[config.mk]
export PLATFORM = sky130hd
export DESIGN_NAME = iq_dequant
export DESIGN_NICKNAME = d
export VERILOG_FILES = /design/src/rtl/iq_dequant_pkg.sv /design/src/rtl/iq_sat_mul.sv /design/src/rtl/iq_dequant.sv
export SDC_FILE = /design/constraint.sdc
export NUM_CORES = 1
export LEC_CHECK = 0
export ABC_AREA = 1
export BUFFER_PORTS_ARGS = -buffer_cell sky130_fd_sc_hd__buf_2
export CAP_MARGIN = 0
export CELL_PAD_IN_SITES_DETAIL_PLACEMENT = 1
export CELL_PAD_IN_SITES_GLOBAL_PLACEMENT = 2
export CORE_MARGIN = 2
export CORE_UTILIZATION = 39
export CTS_BUF_LIST = sky130_fd_sc_hd__clkbuf_8
export CTS_CLUSTER_DIAMETER = 80
export DETAILED_ROUTE_END_ITERATION = 10
export GPL_TIMING_DRIVEN = 0
export PLACE_DENSITY_LB_ADDON = 0.15
export SYNTH_ARGS = -nofsm -noshare
export SYNTH_HDL_FRONTEND = slang
export SYNTH_SLANG_ARGS = --single-unit
[constraint.sdc]
create_clock -name clk -period 8.05 [get_ports clk]
set_input_delay 1.61 -clock clk [delete_from_list [all_inputs] [get_ports clk]]
set_output_delay 1.61 -clock clk [all_outputs]
set_load 0.005 [all_outputs]
[src/rtl/iq_dequant_pkg.sv]
// Shared widths, block length and FSM encodings for the dequant stage.
package iq_dequant_pkg;
  localparam int COEF_W_D  = 12;
  localparam int Q_W_D     = 8;
  localparam int OUT_W_D   = 16;
  localparam int BLOCK_LEN = 64;
  localparam int IDX_W     = 6;

  typedef enum logic {
    IDLE = 1'b0,
    RUN  = 1'b1
  } state_e;
endpackage

[src/rtl/iq_sat_mul.sv]
// Signed coefficient times unsigned quant value, clamped to OUT_W signed.
module iq_sat_mul #(
  parameter int COEF_W = 12,
  parameter int Q_W    = 8,
  parameter int OUT_W  = 16
) (
  input  logic signed [COEF_W-1:0] i_coef,
  input  logic        [Q_W-1:0]    i_q,
  output logic signed [OUT_W-1:0]  o_res
);
  // One extra bit lets the unsigned operand ride as a positive signed value.
  localparam int PW = COEF_W + Q_W + 1;
  localparam logic signed [PW-1:0] MAXV = {{(PW-OUT_W+1){1'b0}}, {(OUT_W-1){1'b1}}};
  localparam logic signed [PW-1:0] MINV = {{(PW-OUT_W+1){1'b1}}, {(OUT_W-1){1'b0}}};

  logic signed [PW-1:0] w_a, w_b, w_prod;

  assign w_a    = PW'(i_coef);
  assign w_b    = {{(PW-Q_W){1'b0}}, i_q};
  assign w_prod = w_a * w_b;

  // Clamp anything outside the output range to the nearest rail.
  always_comb begin
    o_res = w_prod[OUT_W-1:0];
    if (w_prod > MAXV)      o_res = MAXV[OUT_W-1:0];
    else if (w_prod < MINV) o_res = MINV[OUT_W-1:0];
  end
endmodule

[src/rtl/iq_dequant.sv]
// JPEG inverse quantization: index coefficients, fetch romq, multiply, saturate.
module iq_dequant
  import iq_dequant_pkg::*;
#(
  parameter int COEF_W = COEF_W_D,
  parameter int Q_W    = Q_W_D,
  parameter int OUT_W  = OUT_W_D
) (
  input  logic                     clk,
  input  logic                     rst_n,
  input  logic                     in_valid,
  output logic                     in_ready,
  input  logic signed [COEF_W-1:0] in_coef,
  input  logic                     in_sob,
  output logic [IDX_W-1:0]         rom_a,
  input  logic [Q_W-1:0]           rom_d,
  output logic                     out_valid,
  input  logic                     out_ready,
  output logic signed [OUT_W-1:0]  out_coef,
  output logic                     out_eob,
  output logic                     sync_err
);
  localparam logic [IDX_W-1:0] LAST = IDX_W'(BLOCK_LEN - 1);

  state_e                   r_state, w_state_nxt;
  logic [IDX_W-1:0]         r_idx, w_idx_nxt, w_fwd_idx;
  logic                     w_stall, w_acc, w_fwd, w_sync;
  logic                     r_s1_vld, r_s1_eob;
  logic signed [COEF_W-1:0] r_s1_coef;
  logic [IDX_W-1:0]         r_s1_idx;
  logic                     r_out_valid, r_out_eob, r_sync_err;
  logic signed [OUT_W-1:0]  r_out_coef, w_prod_sat;

  // Whole pipe advances together; only the output register can stall it.
  assign w_stall  = r_out_valid && !out_ready;
  assign in_ready = !w_stall;
  assign w_acc    = in_valid && in_ready;

  // While stalled keep S1's address so rom_d stays aligned with S1.
  assign rom_a = w_stall ? r_s1_idx : w_fwd_idx;

  // Block tracking: decide forward/drop, next index and resync.
  always_comb begin
    w_state_nxt = r_state;
    w_idx_nxt   = r_idx;
    w_fwd       = 1'b0;
    w_sync      = 1'b0;
    w_fwd_idx   = in_sob ? '0 : r_idx;
    if (r_state == IDLE) begin
      if (w_acc && in_sob) begin
        w_fwd       = 1'b1;
        w_idx_nxt   = IDX_W'(1);
        w_state_nxt = RUN;
      end
    end else if (w_acc) begin
      w_fwd = 1'b1;
      if (in_sob) begin
        w_sync    = (r_idx != '0);
        w_idx_nxt = IDX_W'(1);
      end else if (r_idx == LAST) begin
        w_idx_nxt   = '0;
        w_state_nxt = IDLE;
      end else begin
        w_idx_nxt = r_idx + IDX_W'(1);
      end
    end
  end

  // FSM state and index counter.
  always_ff @(posedge clk or negedge rst_n) begin
    if (!rst_n) begin
      r_state <= IDLE;
      r_idx   <= '0;
    end else begin
      r_state <= w_state_nxt;
      r_idx   <= w_idx_nxt;
    end
  end

  // S1: hold coefficient and index while romq looks up the quant value.
  always_ff @(posedge clk or negedge rst_n) begin
    if (!rst_n) begin
      r_s1_vld  <= 1'b0;
      r_s1_coef <= '0;
      r_s1_idx  <= '0;
      r_s1_eob  <= 1'b0;
    end else if (!w_stall) begin
      r_s1_vld <= w_fwd;
      if (w_fwd) begin
        r_s1_coef <= in_coef;
        r_s1_idx  <= w_fwd_idx;
        r_s1_eob  <= (w_fwd_idx == LAST);
      end
    end
  end

  iq_sat_mul #(.COEF_W(COEF_W), .Q_W(Q_W), .OUT_W(OUT_W)) u_mul (
    .i_coef (r_s1_coef),
    .i_q    (rom_d),
    .o_res  (w_prod_sat)
  );

  // S2: output register; payload only changes when a new coefficient lands.
  always_ff @(posedge clk or negedge rst_n) begin
    if (!rst_n) begin
      r_out_valid <= 1'b0;
      r_out_coef  <= '0;
      r_out_eob   <= 1'b0;
    end else if (!w_stall) begin
      r_out_valid <= r_s1_vld;
      if (r_s1_vld) begin
        r_out_coef <= w_prod_sat;
        r_out_eob  <= r_s1_eob;
      end
    end
  end

  // One-cycle resync pulse.
  always_ff @(posedge clk or negedge rst_n) begin
    if (!rst_n) r_sync_err <= 1'b0;
    else        r_sync_err <= w_sync;
  end

  assign out_valid = r_out_valid;
  assign out_coef  = r_out_coef;
  assign out_eob   = r_out_eob;
  assign sync_err  = r_sync_err;
endmodule

**After elaboration in Yosys (flattened, before gate mapping)**

Index checks and enable logic that the tools add are counted.

- Logic and storage cells: 47
- Latch bits: 0
- Output and inout port bits: 26
- Memory bits (writable): 0
- Bits in read-only memories: 0
- Input port bits: 25
- Flip-flop bits (word level): 46
- Memories: 0

- Div/mod/pow operators: 0
- Bitwise logic cells: 1
- Shift operators: 0
- Reductions and logical operators: 10
- Magnitude comparators: 2
- Equal/unequal tests: 3
- $mul: 1
- Muxes and demuxes: 19
- $add $sub $neg: 1

Operator list:

| operator | count |
|---|---|
| $mux W6 | 7 |
| $mux W16 | 2 |
| $gt A21 B16 Y1 const B | 1 |
| $lt A21 B16 Y1 const B | 1 |
| $mul A12 B9 Y21 | 1 |
| $eq A6 B6 Y1 const B | 2 |
| $mux W1 | 10 |
| $add A6 B1 Y6 const B | 1 |
| $reduce_and A2 Y1 | 3 |
| $reduce_bool A6 Y1 | 1 |
| $logic_and A1 B1 Y1 | 3 |
| $logic_not A1 Y1 | 2 |
| $ne A2 B1 Y1 const B | 1 |
| $reduce_bool A2 Y1 | 1 |
| $not A1 Y1 | 1 |

**Longest topological paths before layout**

- Depth after elaboration: 8
- Mapped depth: 28
- Mapped depth without buffers: 26

**Hierarchy**

Synthesis repeated with hierarchy kept, for this count alone.

- Cells, all modules: 845
- Area total of the unflattened synthesis: 6293.5 um^2

Modules (own cells, without submodules):

| module | cells an instance | area each (um^2) | seq. area each (um^2) | instances |
|---|---|---|---|---|
| iq_sat_mul | 637 | 4220.3 | 0.0 | 1 |
| iq_dequant | 208 | 2073.2 | 1151.1 | 1 |

**Worst setup path after synthesis**

OpenSTA, ideal clock, no wires.

- Path type: input -> register
- Start: in rom_d[2]
- End: reg r_out_coef[10], in the netlist out_coef[10]
- Setup time: 0.116 ns
- Arrival: 5.804 ns
- Slack: 2.130 ns
- Stages: 23
- Path buffers: 2
- Required time: 7.934 ns
- Path through: clkbuf_1 > nand2_1 > fa_1 > fa_1 > fa_1 > fa_1 > inv_1 > ha_1 > nand2_1 > inv_1 > nand2_1 > nand2_1 > a21oi_1 > nand2_1 > nand2_1 > nand2_1 > inv_1 > nand4_1 > nand2_1 > buf_4 > nand2_1 > nand2_1 > nand2_1

- Longest elaborated chain between the ends: 4
- Elaborated cells on any way between the ends: 5
- Classes of those cells: mul: 1; order compare: 2; mux: 2

Ends and longest elaborated chain:

| element | line | RTL |
|---|---|---|
| from (decl) | iq_dequant.sv:16 | `input logic [Q_W-1:0] rom_d,` |
| $mul A12 B9 Y21 * | iq_sat_mul.sv:20 | `assign w_prod = w_a * w_b;` |
| $lt A21 B16 Y1 | iq_sat_mul.sv:26 | `else if (w_prod < MINV) o_res = MINV[OUT_W-1:0];` |
| $mux W16 | iq_sat_mul.sv:26 |  |
| $mux W16 * | iq_sat_mul.sv:25 | `if (w_prod > MAXV) o_res = MAXV[OUT_W-1:0];` |
| to (signal assigned) | iq_dequant.sv:112 | `r_out_coef <= w_prod_sat;` |
| to (decl) | iq_dequant.sv:32 | `logic signed [OUT_W-1:0] r_out_coef, w_prod_sat;` |

Mark *: on every way between the ends. The rest lies on a longest branch, timed or not.
A chain may end at the register's enable or synchronous reset.

**Worst setup path after layout**

- Start: in rom_d[2]
- End: reg r_out_coef[14], in the netlist out_coef[14]

The elaborated chain is that of the path after synthesis.

==> run_results.csv <==
group,metric,value,unit
status,status,"finished clean",
job,maxCapViolCount,0,
final_layout,stdcell_area,6663,µm²
clocking,ctsHtreeMaxLevel,2,
final_layout,nets,1057,
critical_path,worstPathRequired,8.26,ns
clocking,clk_path_buf_depth,2,
logic_synthesis,synth-compound-area-share,0.04298,
logic_synthesis,syn_avg_cell_area,7.133,µm²
grt,grt_usage,0.1927,
die,io_pins,51,
logic_synthesis,ys_warn_count,0,
logic_synthesis,ys_seq_elements,46,
drt,dr.pass1.iters,4,
drt,drc,0,
sta,hold_viol,0,
final_layout,final_common_cell,"nand2_1",
final_layout,drive_above_1_share,0.07794,
placed_design,place.gp.congestion,0.8354,
logic_synthesis,synth.area.mux_share,0,
drt,antenna_left,0,
hold_path,hp-class,"reg2reg",
clocking,path_clk_slew,0.10,ns
sta,fin_skew,0.006103,ns
logic_synthesis,yosys.area_share.adder,0.3471,
sta,setup_viol,0,
clocking,cts_tree,"built",
logic_synthesis,ys_seq_area_frac,0.1892,
die,rows,45,
die,core_area,15200,µm²
clocking,post_cts_buffers,0,
logic_synthesis,syn_inst,853,
clocking,cts_buffers,5,
logic_synthesis,yosys.area_share.simple,0.2369,
final_layout,area_delta_synth_final,9.500,%
critical_path,endpoint_kind,"flop",
clocking,worst_skew_pair.late_latency,0.31,ns
logic_synthesis,synth.distinct_cells,33,
sta,slew-limit-headroom,0.2849,
logic_synthesis,synthesis.area,6085,µm²
sta,tightest_slew,1.073,ns
drt,viasPerCell,4.635,
logic_synthesis,syn_nets,1000,
sta,setup_tns,0,ns
final_layout,antennaDiodeCount,0,
drt,vias,5094,
die,dieArea,16620,µm²
die,die_x,128.9,µm
die,start_util,0.4002,
critical_path,critPathMaxFanout,10,
logic_synthesis,synth_xor_area_frac,0.02015,
final_layout,layout_common_cells,"nand2_1, inv_1, fa_1",
logic_synthesis,synth_top_family_by_area,"adder cells",
die,die_height,128.9,µm
grt,grt_max_degree,47,
placed_design,io_buffers,50,
placed_design,postPlaceCellArea,6570,µm²
sta,fin_crit_sh,0.8281,
grt,gr-total-overflow,0,
clocking,hold_buffers,0,
critical_path,cp-start-kind,"primary input",
critical_path,worst-setup-path-type,"in2reg",
placed_design,dp_hpwl,12890,µm
critical_path,crit_arrival,6.88,ns
grt,grt_pass1_wl,25560,µm
sta,layout_min_cycle_time,6.666,ns
drt,drtIter0Drc,167,
clocking,cts_root_buf,"clkbuf_8",
sta,grt_setup_unrepaired,"no",
grt,antenna_found_initial,0,
clocking,clock_sinks,46,
clocking,cts_resized,0,
sta,maxSlewViolCount,0,
grt,grt_pass1_vias,5337,
sta,fmax,150.0,MHz
drt,finalWirelength,14990,µm
final_layout,fillers,1963,
drt,avgRoutedWirePerCell,13.64,µm
-- layer usage --
metal	share of wire	wire [µm]	up-vias	GRT usage
met1	0.48	7253	2466	0.2642
met3	0.018	272	9	0.02121
met2	0.48	7238	51	0.3340
li1	-	-	2568	-
met5	0	0	-	0
met4	0.015	227	0	0.03453
-- cells in the mapped netlist --
cell	n	area share
clkbuf_1	24	0.015
o21bai_4	1	0.0031
nor2_1	21	0.013
a21o_1	1	0.0012
nand2_1	309	0.19
nand4_1	4	0.0041
xnor2_1	6	0.0086
inv_1	229	0.14
a311oi_1	1	0.0014
buf_6	1	0.0019
o21ai_2	1	0.0014
o32ai_1	1	0.0014
nand3_1	21	0.017
buf_2	1	0.00082
buf_1	1	0.00062
nor2_2	2	0.0021
nor3_1	3	0.0025
nand2_2	2	0.0021
inv_2	1	0.00062
nand3_2	2	0.0033
and3_1	1	0.0010
a21oi_1	12	0.0099
and2_1	1	0.0010
ha_1	44	0.090
o22ai_1	7	0.0072
clkinv_1	2	0.0012
o21ai_0	17	0.014
o21bai_1	1	0.0012
dfrtp_1	46	0.19
a31oi_1	2	0.0021
xor2_1	8	0.012
buf_4	2	0.0025
fa_1	78	0.26
-- metrics by stage --
step                hold slack [ns]  worst slack (ns)    util  cells
floorplan                    0.4317             2.130       -    853
global placement             0.4571             1.105  0.4322   1091
detailed placement           0.4597             1.041  0.4322   1091
CTS                          0.4854             1.379  0.4383   1099
global route                 0.5086             1.009  0.4383   1099
finish                       0.4799             1.384  0.4383   1099
-- sequential cells by signal (all words and copies together), names as in the netlist --
register   cells
sync_err       1
r_s1_vld       1
out_eob        1
r_s1_eob       1
r_state        1
out_coef      16
r_s1_coef     12
r_s1_idx       6
r_idx          6
out_valid      1
-- critical path, stage by stage --
cell      delay (ns)
buf_2           0.13
clkbuf_1        0.40
nand2_1         0.15
fa_1            0.77
fa_1            0.61
fa_1            0.55
fa_1            0.58
inv_1           0.05
ha_1            0.38
nand2_1         0.09
nor2_1          0.16
and3_1          0.17
nand2_1         0.07
nand3_1         0.09
nand2_1         0.09
inv_1           0.06
nand4_1         0.22
nand2_1         0.26
buf_4           0.22
nand2_1         0.07
nand2_1         0.07
nand2_1         0.05
-- final timing paths --
path                                                 from                  endpoint  slack (ns)  cells past startpoint
worst max-delay path                             rom_d[2]  out_coef[14]$_DFFE_PN0P_        1.38                     22
worst min register to register    out_coef[7]$_DFFE_PN0P_   out_coef[7]$_DFFE_PN0P_        0.48                      2
worst max register to register  r_s1_coef[11]$_DFFE_PN0P_  out_coef[14]$_DFFE_PN0P_        2.44                     21
min in group asynchronous                           rst_n  out_coef[13]$_DFFE_PN0P_        1.47                      1
max in group asynchronous                           rst_n  r_s1_coef[5]$_DFFE_PN0P_        5.90                      1
worst min-delay path              out_coef[7]$_DFFE_PN0P_   out_coef[7]$_DFFE_PN0P_        0.48                      2
-- layout make-up --
| cell class | count | area, µm² | share of cell area |
|---|---|---|---|
| plain buffers | 29 | 125.1 | 0.01878 |
| clock buffers | 5 | 68.82 | 0.01033 |
| clock inverters | 3 | 23.77 | 0.003568 |
| inverters | 232 | 870.8 | 0.1307 |
| multi-input cells | 546 | 3938 | 0.5910 |
| flip-flops and latches | 46 | 1151 | 0.1728 |
| well taps | 188 | 235.2 | 0.03531 |
| repair buffers | 50 | 250.2 | 0.03756 |
-- logic make-up after synthesis --
group,after synthesis
buffers and inverters,261
AO/OA/AOI/OAI,44
adder cells (fa/ha/maj),122
flip-flops,46
AND/OR/NAND/NOR,366
XOR/XNOR,14
Power is not shown: default switching activity piles up to over one toggle a cycle in this logic, so the estimate is an artifact.
